**config.mk**
```make
export PLATFORM = sky130hd
export DESIGN_NAME = pcxt_chipset
export DESIGN_NICKNAME = d
export VERILOG_FILES = /design/src/rtl/pcxt_chipset.sv
export SDC_FILE = /design/constraint.sdc
export NUM_CORES = 1
export LEC_CHECK = 0
export ABC_AREA = 1
export ABC_CLOCK_PERIOD_IN_PS = 1800
export CAP_MARGIN = 20
export CORE_AREA = 2 2 88 90
export CTS_BUF_LIST = sky130_fd_sc_hd__clkbuf_4 sky130_fd_sc_hd__clkbuf_8 sky130_fd_sc_hd__clkbuf_16
export DETAILED_ROUTE_END_ITERATION = 8
export DIE_AREA = 0 0 90 92
export PLACE_DENSITY = 0.79
export SYNTH_ARGS = -nofsm -noshare
export SYNTH_HDL_FRONTEND = slang
export SYNTH_SLANG_ARGS = --single-unit
```
**constraint.sdc**
```tcl
create_clock -name clock -period 1.8 [get_ports clock]
set_input_delay 0.45 -clock clock [delete_from_list [all_inputs] [get_ports clock]]
set_output_delay 0.45 -clock clock [all_outputs]
set_load 0.03 [all_outputs]
```
**src/rtl/pcxt_chipset.sv**
```systemverilog
// Reduced PC/XT chipset core: 8288-style bus command generator, XT I/O and
// video-memory chip-select decoder, PPI port B and DMA page registers.
module pcxt_chipset #(
    parameter logic [19:0] VRAM_BASE = 20'hB8000,
    parameter logic [19:0] VRAM_LAST = 20'hBBFFF
) (
    input  logic        clock,
    input  logic        reset,
    input  logic [19:0] cpu_address,
    input  logic [7:0]  cpu_data_bus,
    input  logic [2:0]  processor_status,
    input  logic        processor_lock_n,
    input  logic        io_channel_ready,
    input  logic [7:0]  data_bus_ext,
    input  logic [7:0]  port_c_in,
    output logic        processor_ready,
    output logic        bus_lock_n,
    output logic [19:0] address,
    output logic        address_latch_enable,
    output logic [7:0]  data_bus,
    output logic [7:0]  cpu_read_data,
    output logic        io_read_n,
    output logic        io_write_n,
    output logic        memory_read_n,
    output logic        memory_write_n,
    output logic        interrupt_acknowledge_n,
    output logic        cs_dma_n,
    output logic        cs_pic_n,
    output logic        cs_pit_n,
    output logic        cs_ppi_n,
    output logic        cs_page_n,
    output logic        cs_vram_n,
    output logic [7:0]  port_b_out
);

    localparam logic [1:0] ST_IDLE = 2'd0;
    localparam logic [1:0] ST_T1   = 2'd1;
    localparam logic [1:0] ST_CMD  = 2'd2;

    localparam logic [2:0] STATUS_PASSIVE = 3'b111;

    logic [1:0] state;
    logic [2:0] prev_status;
    logic [2:0] status_q;
    logic       first_cmd;
    // Command bits: {inta, ior, iow, memr, memw}; chip selects: {dma, pic, pit, ppi, page, vram}
    logic [4:0] cmd_q;
    logic [5:0] cs_q;
    logic [3:0] page1;
    logic [3:0] page2;
    logic [3:0] page3;

    logic       is_inta;
    logic       is_ior;
    logic       is_iow;
    logic       is_memr;
    logic       is_memw;
    logic       vram_hit;
    logic [4:0] cmd_next;
    logic [5:0] cs_next;
    logic [7:0] read_value;

    // NOTE: every always_comb output gets a default first so no latch is inferred.
    always_comb begin
        is_inta  = (status_q == 3'b000);
        is_ior   = (status_q == 3'b001);
        is_iow   = (status_q == 3'b010);
        is_memr  = (status_q == 3'b100) || (status_q == 3'b101);
        is_memw  = (status_q == 3'b110);
        vram_hit = (address >= VRAM_BASE) && (address <= VRAM_LAST);

        cmd_next = ~{is_inta, is_ior, is_iow, is_memr, is_memw};

        cs_next = 6'h3F;
        if (is_ior || is_iow) begin
            case (address[9:5])
                5'd0:    cs_next[5] = 1'b0;
                5'd1:    cs_next[4] = 1'b0;
                5'd2:    cs_next[3] = 1'b0;
                5'd3:    cs_next[2] = 1'b0;
                5'd4:    cs_next[1] = 1'b0;
                default: cs_next    = 6'h3F;
            endcase
        end
        if ((is_memr || is_memw) && vram_hit) begin
            cs_next[0] = 1'b0;
        end

        read_value = data_bus_ext;
        if (is_ior) begin
            case (address[9:0])
                10'h061: read_value = port_b_out;
                10'h062: read_value = port_c_in;
                10'h081: read_value = {4'h0, page1};
                10'h082: read_value = {4'h0, page2};
                10'h083: read_value = {4'h0, page3};
                default: read_value = data_bus_ext;
            endcase
        end
    end

    always_ff @(posedge clock) begin
        if (reset) begin
            state                <= ST_IDLE;
            prev_status          <= STATUS_PASSIVE;
            status_q             <= STATUS_PASSIVE;
            first_cmd            <= 1'b0;
            cmd_q                <= 5'h1F;
            cs_q                 <= 6'h3F;
            address              <= 20'h0;
            address_latch_enable <= 1'b0;
            data_bus             <= 8'h0;
            cpu_read_data        <= 8'h0;
            port_b_out           <= 8'h0;
            page1                <= 4'h0;
            page2                <= 4'h0;
            page3                <= 4'h0;
            processor_ready      <= 1'b0;
            bus_lock_n           <= 1'b1;
        end else begin
            prev_status     <= processor_status;
            processor_ready <= io_channel_ready;
            bus_lock_n      <= processor_lock_n;
            first_cmd       <= 1'b0;

            case (state)
                ST_IDLE: begin
                    // A cycle starts only on the passive-to-active edge of the status lines.
                    if (processor_status != STATUS_PASSIVE && prev_status == STATUS_PASSIVE) begin
                        state                <= ST_T1;
                        address_latch_enable <= 1'b1;
                        address              <= cpu_address;
                        status_q             <= processor_status;
                    end
                end
                ST_T1: begin
                    state                <= ST_CMD;
                    address_latch_enable <= 1'b0;
                    first_cmd            <= 1'b1;
                    cmd_q                <= cmd_next;
                    cs_q                 <= cs_next;
                end
                ST_CMD: begin
                    if (processor_status == STATUS_PASSIVE) begin
                        state <= ST_IDLE;
                        cmd_q <= 5'h1F;
                        cs_q  <= 6'h3F;
                    end

                    if (is_iow || is_memw) begin
                        data_bus <= cpu_data_bus;
                    end
                    // Registers take only the first CMD cycle's data: one write per bus cycle.
                    if (first_cmd && is_iow) begin
                        case (address[9:0])
                            10'h061: port_b_out <= cpu_data_bus;
                            10'h081: page1      <= cpu_data_bus[3:0];
                            10'h082: page2      <= cpu_data_bus[3:0];
                            10'h083: page3      <= cpu_data_bus[3:0];
                            default: ;
                        endcase
                    end

                    if (is_ior || is_memr || is_inta) begin
                        cpu_read_data <= read_value;
                    end
                end
                default: state <= ST_IDLE;
            endcase
        end
    end

    assign {interrupt_acknowledge_n, io_read_n, io_write_n, memory_read_n, memory_write_n} = cmd_q;
    assign {cs_dma_n, cs_pic_n, cs_pit_n, cs_ppi_n, cs_page_n, cs_vram_n} = cs_q;

endmodule

```
======== Word-level counts from Yosys, hierarchy flattened ========
Cells that the tools add are included.
word-level totals
  bits in registers ....................... 79
  input bits .............................. 51
  output and inout bits ................... 58
  word-level logic and storage cells ...... 84
cells by class
  $lt $le $gt $ge ......................... 2
  eq/ne operators ......................... 21
  muxes and demuxes ....................... 19
  bitwise gates (word level) .............. 1
  reduce and logical (&&, ||, !) cells .... 25
operators by type and width
  operator              count
  $pmux 8 s5            1
  $eq 10x8->1 const B   3
  $eq 10x7->1 const B   2
  $ge 20x20->1 const B  1
  $le 20x20->1 const B  1
  $eq 3x3->1 const B    5
  $mux 6                2
  $pmux 6 s2            1
  $reduce_and 2->1      6
  $reduce_and 3->1      4
  $eq 5x2->1 const B    2
  $pmux 5 s2            1
  $mux 1                8
  $mux 8                1
  $logic_or 1x1->1      6
  $pmux 2 s3            1
  $eq 5x1->1 const B    1
  $eq 5x3->1 const B    1
  $logic_not 5->1       1
  $mux 5                1
  $not 5->5             1
  $logic_and 1x1->1     4
  $mux 2                2
  $ne 2x2->1 const B    2
  other kinds (9)       10

======== Depth between registers and ports, before layout ========
  word-level depth ........................ 6
  depth in mapped cells ................... 12
  depth with buffers taken out ............ 11

======== Worst setup path before layout ========
No wires, ideal clock.
  path type ............................... register -> register
  from .................................... register address[6]
  to ...................................... register cpu_read_data[5]
  library setup time ...................... 113 ps
  arrival time ............................ 1533 ps
  data required time ...................... 1687 ps
  slack ................................... 153 ps
  cell stages (with the launch flop) ...... 11
  clock period less this slack ............ 1647 ps
  cell sequence ........................... dfxtp_1 nand2_2 nor3_4 nand2_1 nand3_2 nand2_4 buf_6 nand2_1 nand3_1 o21ai_1 inv_1
between the ends
  longest elaborated chain between the ends .. 3
RTL lines
  item                                               line  text
  from (decl)                                        18    output logic [19:0] address,
  from (signal assigned)                             132   address <= cpu_address;
  $eq 10x8->1 / $eq 10x7->1 (equally long branches)  91    case (address[9:0])
  $pmux 8 s5 *                                       91
  $mux 8 *                                           90    if (is_ior) begin
  to (signal assigned)                               165   cpu_read_data <= read_value;
  to (decl)                                          21    output logic [7:0] cpu_read_data,
Every way passes the cells marked *; elsewhere a longest branch is shown, timed or not.
A chain may end at the register's enable or synchronous reset.

======== Worst setup path in the final report ========
  from .................................... register bus_lock_n
  to ...................................... output bus_lock_n
RTL lines
  item                    line  text
  from (decl)             17    output logic bus_lock_n,
  from (signal assigned)  123   bus_lock_n <= processor_lock_n;
No word-level cell between the ends.

==> summary.txt <==
Critical path
  • Startpoint kind of the worst setup timing path: flop
  • Highest cell delay on the worst timing path: 0.66 ns
  • Delay-heaviest family, CP: buffers and inverters
  • Category of the most critical setup path: reg -> out
  • Required arrival time at the worst endpoint: 1.35 ns
  • Series of cell instances along the critical path: clkdlybuf4s50_1
  • Largest driver fanout on the critical path: 1
  • Critical Path Sink Type: primary output
  • Slowest cell on crit path: sky130_fd_sc_hd__clkdlybuf4s50_1
  • Buffer and inverter count on the worst path: 1
  • Arrival time at the worst endpoint: approximately 1.3 ns

STA
  • Slack of the critical path: roughly 0.055 ns
  • Final slew viol count: 0
  • Maximum clock skew at final layout: 0.0107 ns
  • Transition at the pin with the smallest max-transition slack: 0.403 ns
  • Fmax: approximately 570 MHz
  • Final hold vios: 0
  • Min Tclk post-route: 1.75 ns
  • Setup TNS: 0 ns
  • RSZ-0062 raised after global routing: yes
  • Post-route clock period utilization: 97.0%
  • Final setup violation count: 0
  • Slew headroom: 73.0%

Floorplanning
  • Die Wd: around 90 um
  • Row count: 32
  • Die Ht: 92 um
  • Initial Utilization: between 40% and 50%
  • Placeable core region: roughly 7400 um2
  • Die Footprint: 8280 um2
  • I/O pin count: 109

Placed design
  • Placement Cell Area: 4600 um2
  • Post-Place Worst Slack: -0.284 ns
  • Routability Congestion: 0.804
  • Detailed-placement wirelength estimate: around 6.6 mm
  • Buffers added on ports: 108

Clock tree
  • Clock transition at the registers of the reported paths: roughly 0.08 ns
  • Num Clock Sinks: 79
  • Insertion delay of the later-clocked pin in the worst-skew pair: around 0.34 ns
  • Clock tree from TritonCTS: done
  • Max Root-Sink Buffers: 2
  • Clk Tree Root Cell: sky130_fd_sc_hd__clkbuf_8
  • Level count of the clock H-tree: 3
  • Clock buffer count from CTS: 9

Routing
  • Average routed wire per standard cell: 13.0 um
  • Total via count in the routed design: 3,310
  • Final routed DRC violation total: 0
  • Number of nets with antenna violations after detailed routing: 0
  • Detail-routed via count per cell: between 4 and 5
  • Iteration-0 DRC Markers: about 160
  • Routed wire length: 8.79 mm
  • DR pass1 iterations: 4

Power
  • Highest ir drop seen on vdd: 0.704 mV
  • Total power after layout: 4.05 mW
  • Static leakage: 2.29 nW
  • Power density relative to cell area: ~840 nW/um2

Finish
  • Relative area change from synthesis to final layout: 44.8%
  • ANT cells: 0
  • Finished layout cell area: 4810 um2
  • Net count reported at finish: 623
  • Fillcell total: between 700 and 800
  • Post-layout util: around 65%
  • Share of post-route cells with drive strength above 1: around 12%

Yosys
  • Yosys cell types: 29
  • Count of mapped cells out of synthesis: about 450
  • Sequential cell area fraction in the yosys report: 47.6%
  • Number of storage elements in the synthesis netlist: 79
  • Cell area after technology mapping: approximately 3300 um2
  • Synthesized area divided by synthesized cell count: 7.37 um2
  • Synth warn: 0
  • Synth Net Count: 502

Run status
  • Result of the run: finished clean

Global routing
  • Grt total ovfl: 0
  • Pin count of the biggest net entering global routing: 46
  • Gr usage total: 21.3%
  • Global-route wire length before repair: 14.4 mm
  • Number of global-route vias before repair: between 3,000 and 4,000
  • Number of antenna violations at the first check in global routing: 0

Hold path
  • Worst hold path type: reg -> reg

Run
  • Maximum capacitance violations: 0
synthesized netlist by cell type (all sizes together):
cell / n / area share [%]
o21ai: 55 / 8.3
o22ai: 3 / 0.57
nor2: 104 / 13
o2111ai: 1 / 0.26
clkbuf: 10 / 1.1
nand3: 39 / 6.3
a21oi: 25 / 4.2
inv: 43 / 4.9
nand4: 3 / 0.57
o41ai: 1 / 0.26
and3: 1 / 0.19
nor3: 6 / 1.2
or2: 1 / 0.19
dfxtp: 79 / 48
o211ai: 4 / 0.90
buf: 5 / 1.0
nand2: 71 / 9.0
cells in the final DEF, fill, tap and decap left out:
master,netlist,final
sky130_fd_sc_hd__a21oi_1,21,21
sky130_fd_sc_hd__a21oi_2,4,4
sky130_fd_sc_hd__and3_1,1,1
sky130_fd_sc_hd__buf_12,0,2
sky130_fd_sc_hd__buf_4,1,14
sky130_fd_sc_hd__bufinv_16,0,1
sky130_fd_sc_hd__clkbuf_4,0,2
sky130_fd_sc_hd__clkbuf_8,0,10
sky130_fd_sc_hd__clkdlybuf4s50_1,0,51
sky130_fd_sc_hd__clkinv_4,0,1
sky130_fd_sc_hd__clkinvlp_4,0,4
sky130_fd_sc_hd__dfxtp_1,79,78
sky130_fd_sc_hd__dfxtp_2,0,1
sky130_fd_sc_hd__dlygate4sd2_1,0,46
sky130_fd_sc_hd__dlymetal6s2s_1,0,11
sky130_fd_sc_hd__inv_1,39,37
sky130_fd_sc_hd__inv_2,4,4
sky130_fd_sc_hd__inv_6,0,1
sky130_fd_sc_hd__nand2_1,64,64
sky130_fd_sc_hd__nand2_2,4,4
sky130_fd_sc_hd__nand2_4,3,3
sky130_fd_sc_hd__nand3_1,36,35
sky130_fd_sc_hd__nand3_2,3,4
sky130_fd_sc_hd__nand4_1,3,3
sky130_fd_sc_hd__nor2_1,96,95
sky130_fd_sc_hd__nor2_2,3,4
sky130_fd_sc_hd__nor2_4,4,4
sky130_fd_sc_hd__nor2_8,1,1
sky130_fd_sc_hd__nor3_1,5,4
sky130_fd_sc_hd__nor3_2,0,1
sky130_fd_sc_hd__nor3_4,1,1
sky130_fd_sc_hd__o2111ai_1,1,1
sky130_fd_sc_hd__o211ai_1,4,4
sky130_fd_sc_hd__o21ai_0,53,51
sky130_fd_sc_hd__o21ai_1,2,4
sky130_fd_sc_hd__o22ai_1,3,3
sky130_fd_sc_hd__o41ai_1,1,1
sky130_fd_sc_hd__or2_2,1,1
cells by family (layout without fill, tap and decap cells):
kind of cell	count (synthesis)	after routing	synth area share, %
compound gates	89	89	14.5
buf+inv	58	184	7.01
flops	79	79	47.6
simple gates	225	225	30.9
metrics by stage:
step / cells / hold WS [ns]
6_report: 679 / 0.457
5_1_grt: 679 / 0.490
4_1_cts: 678 / 0.466
3_5_place_dp: 662 / 0.446
3_3_place_gp: 662 / 0.445
2_1_floorplan: 451 / 0.455
where the power goes:
group | leakage, nW | switching [mW] | total (mW) | internal, mW
registers | 0.645 | 0.0693 | 1.91 | 1.84
logic | 1.55 | 0.475 | 0.788 | 0.312
clock network | 0.100 | 0.636 | 1.35 | 0.716
total | 2.29 | 1.18 | 4.05 | 2.87
final timing paths:
check        depth (start not counted)         from    endpoint  slack, ns
max reg2reg                          9  status_q[1]    page2[1]       0.11
min reg2reg                          2     cmd_q[2]    cmd_q[2]       0.46
min                                  2     cmd_q[2]    cmd_q[2]       0.46
max                                  1   bus_lock_n  bus_lock_n       0.05
tightest hold or removal path: stages (launching register included):
cell and delay [ns]:
sky130_fd_sc_hd__dfxtp_1 0.33, sky130_fd_sc_hd__nand2_1 0.05, sky130_fd_sc_hd__nand3_1 0.05
area by class of cell:
| cell class | count | area (um2) | area share (%) |
|---|---|---|---|
| clock buffer | 12 | 153 | 3.17 |
| clock inverter | 4 | 53.8 | 1.12 |
| inverter | 43 | 170 | 3.54 |
| multi-input combinational | 314 | 1520 | 31.6 |
| sequential | 79 | 1580 | 32.9 |
| tap | 102 | 128 | 2.65 |
| timing repair buffer | 124 | 1200 | 24.9 |
| timing repair inverter | 1 | 7.51 | 0.156 |
sequential cells by signal, summed over array words and instances (netlist names):
name,flops
cmd_q,5
cpu_read_data,8
processor_ready,1
address_latch_enable,1
page2,4
port_b_out,8
page1,4
address,20
bus_lock_n,1
cs_q,6
first_cmd,1
state,2
page3,4
status_q,3
data_bus,8
prev_status,3
what timing repair did:
action / CTS / global route
buffers inserted: 0 / 0
hold buffers: 0 / 0
setup endpoints to repair: 46 / 53
gates cloned: 0 / 1
resized for setup: 46 / 22
routing by layer:
layer	GRT usage, %	routed length (um)	part of all wire (%)
met1	27.0	4120	47
met2	36.0	4130	47
met3	3.86	392	4.5
met4	8.72	146	1.7
met5	0	0	0
No activity file was read; power rests on OpenSTA's default activity.
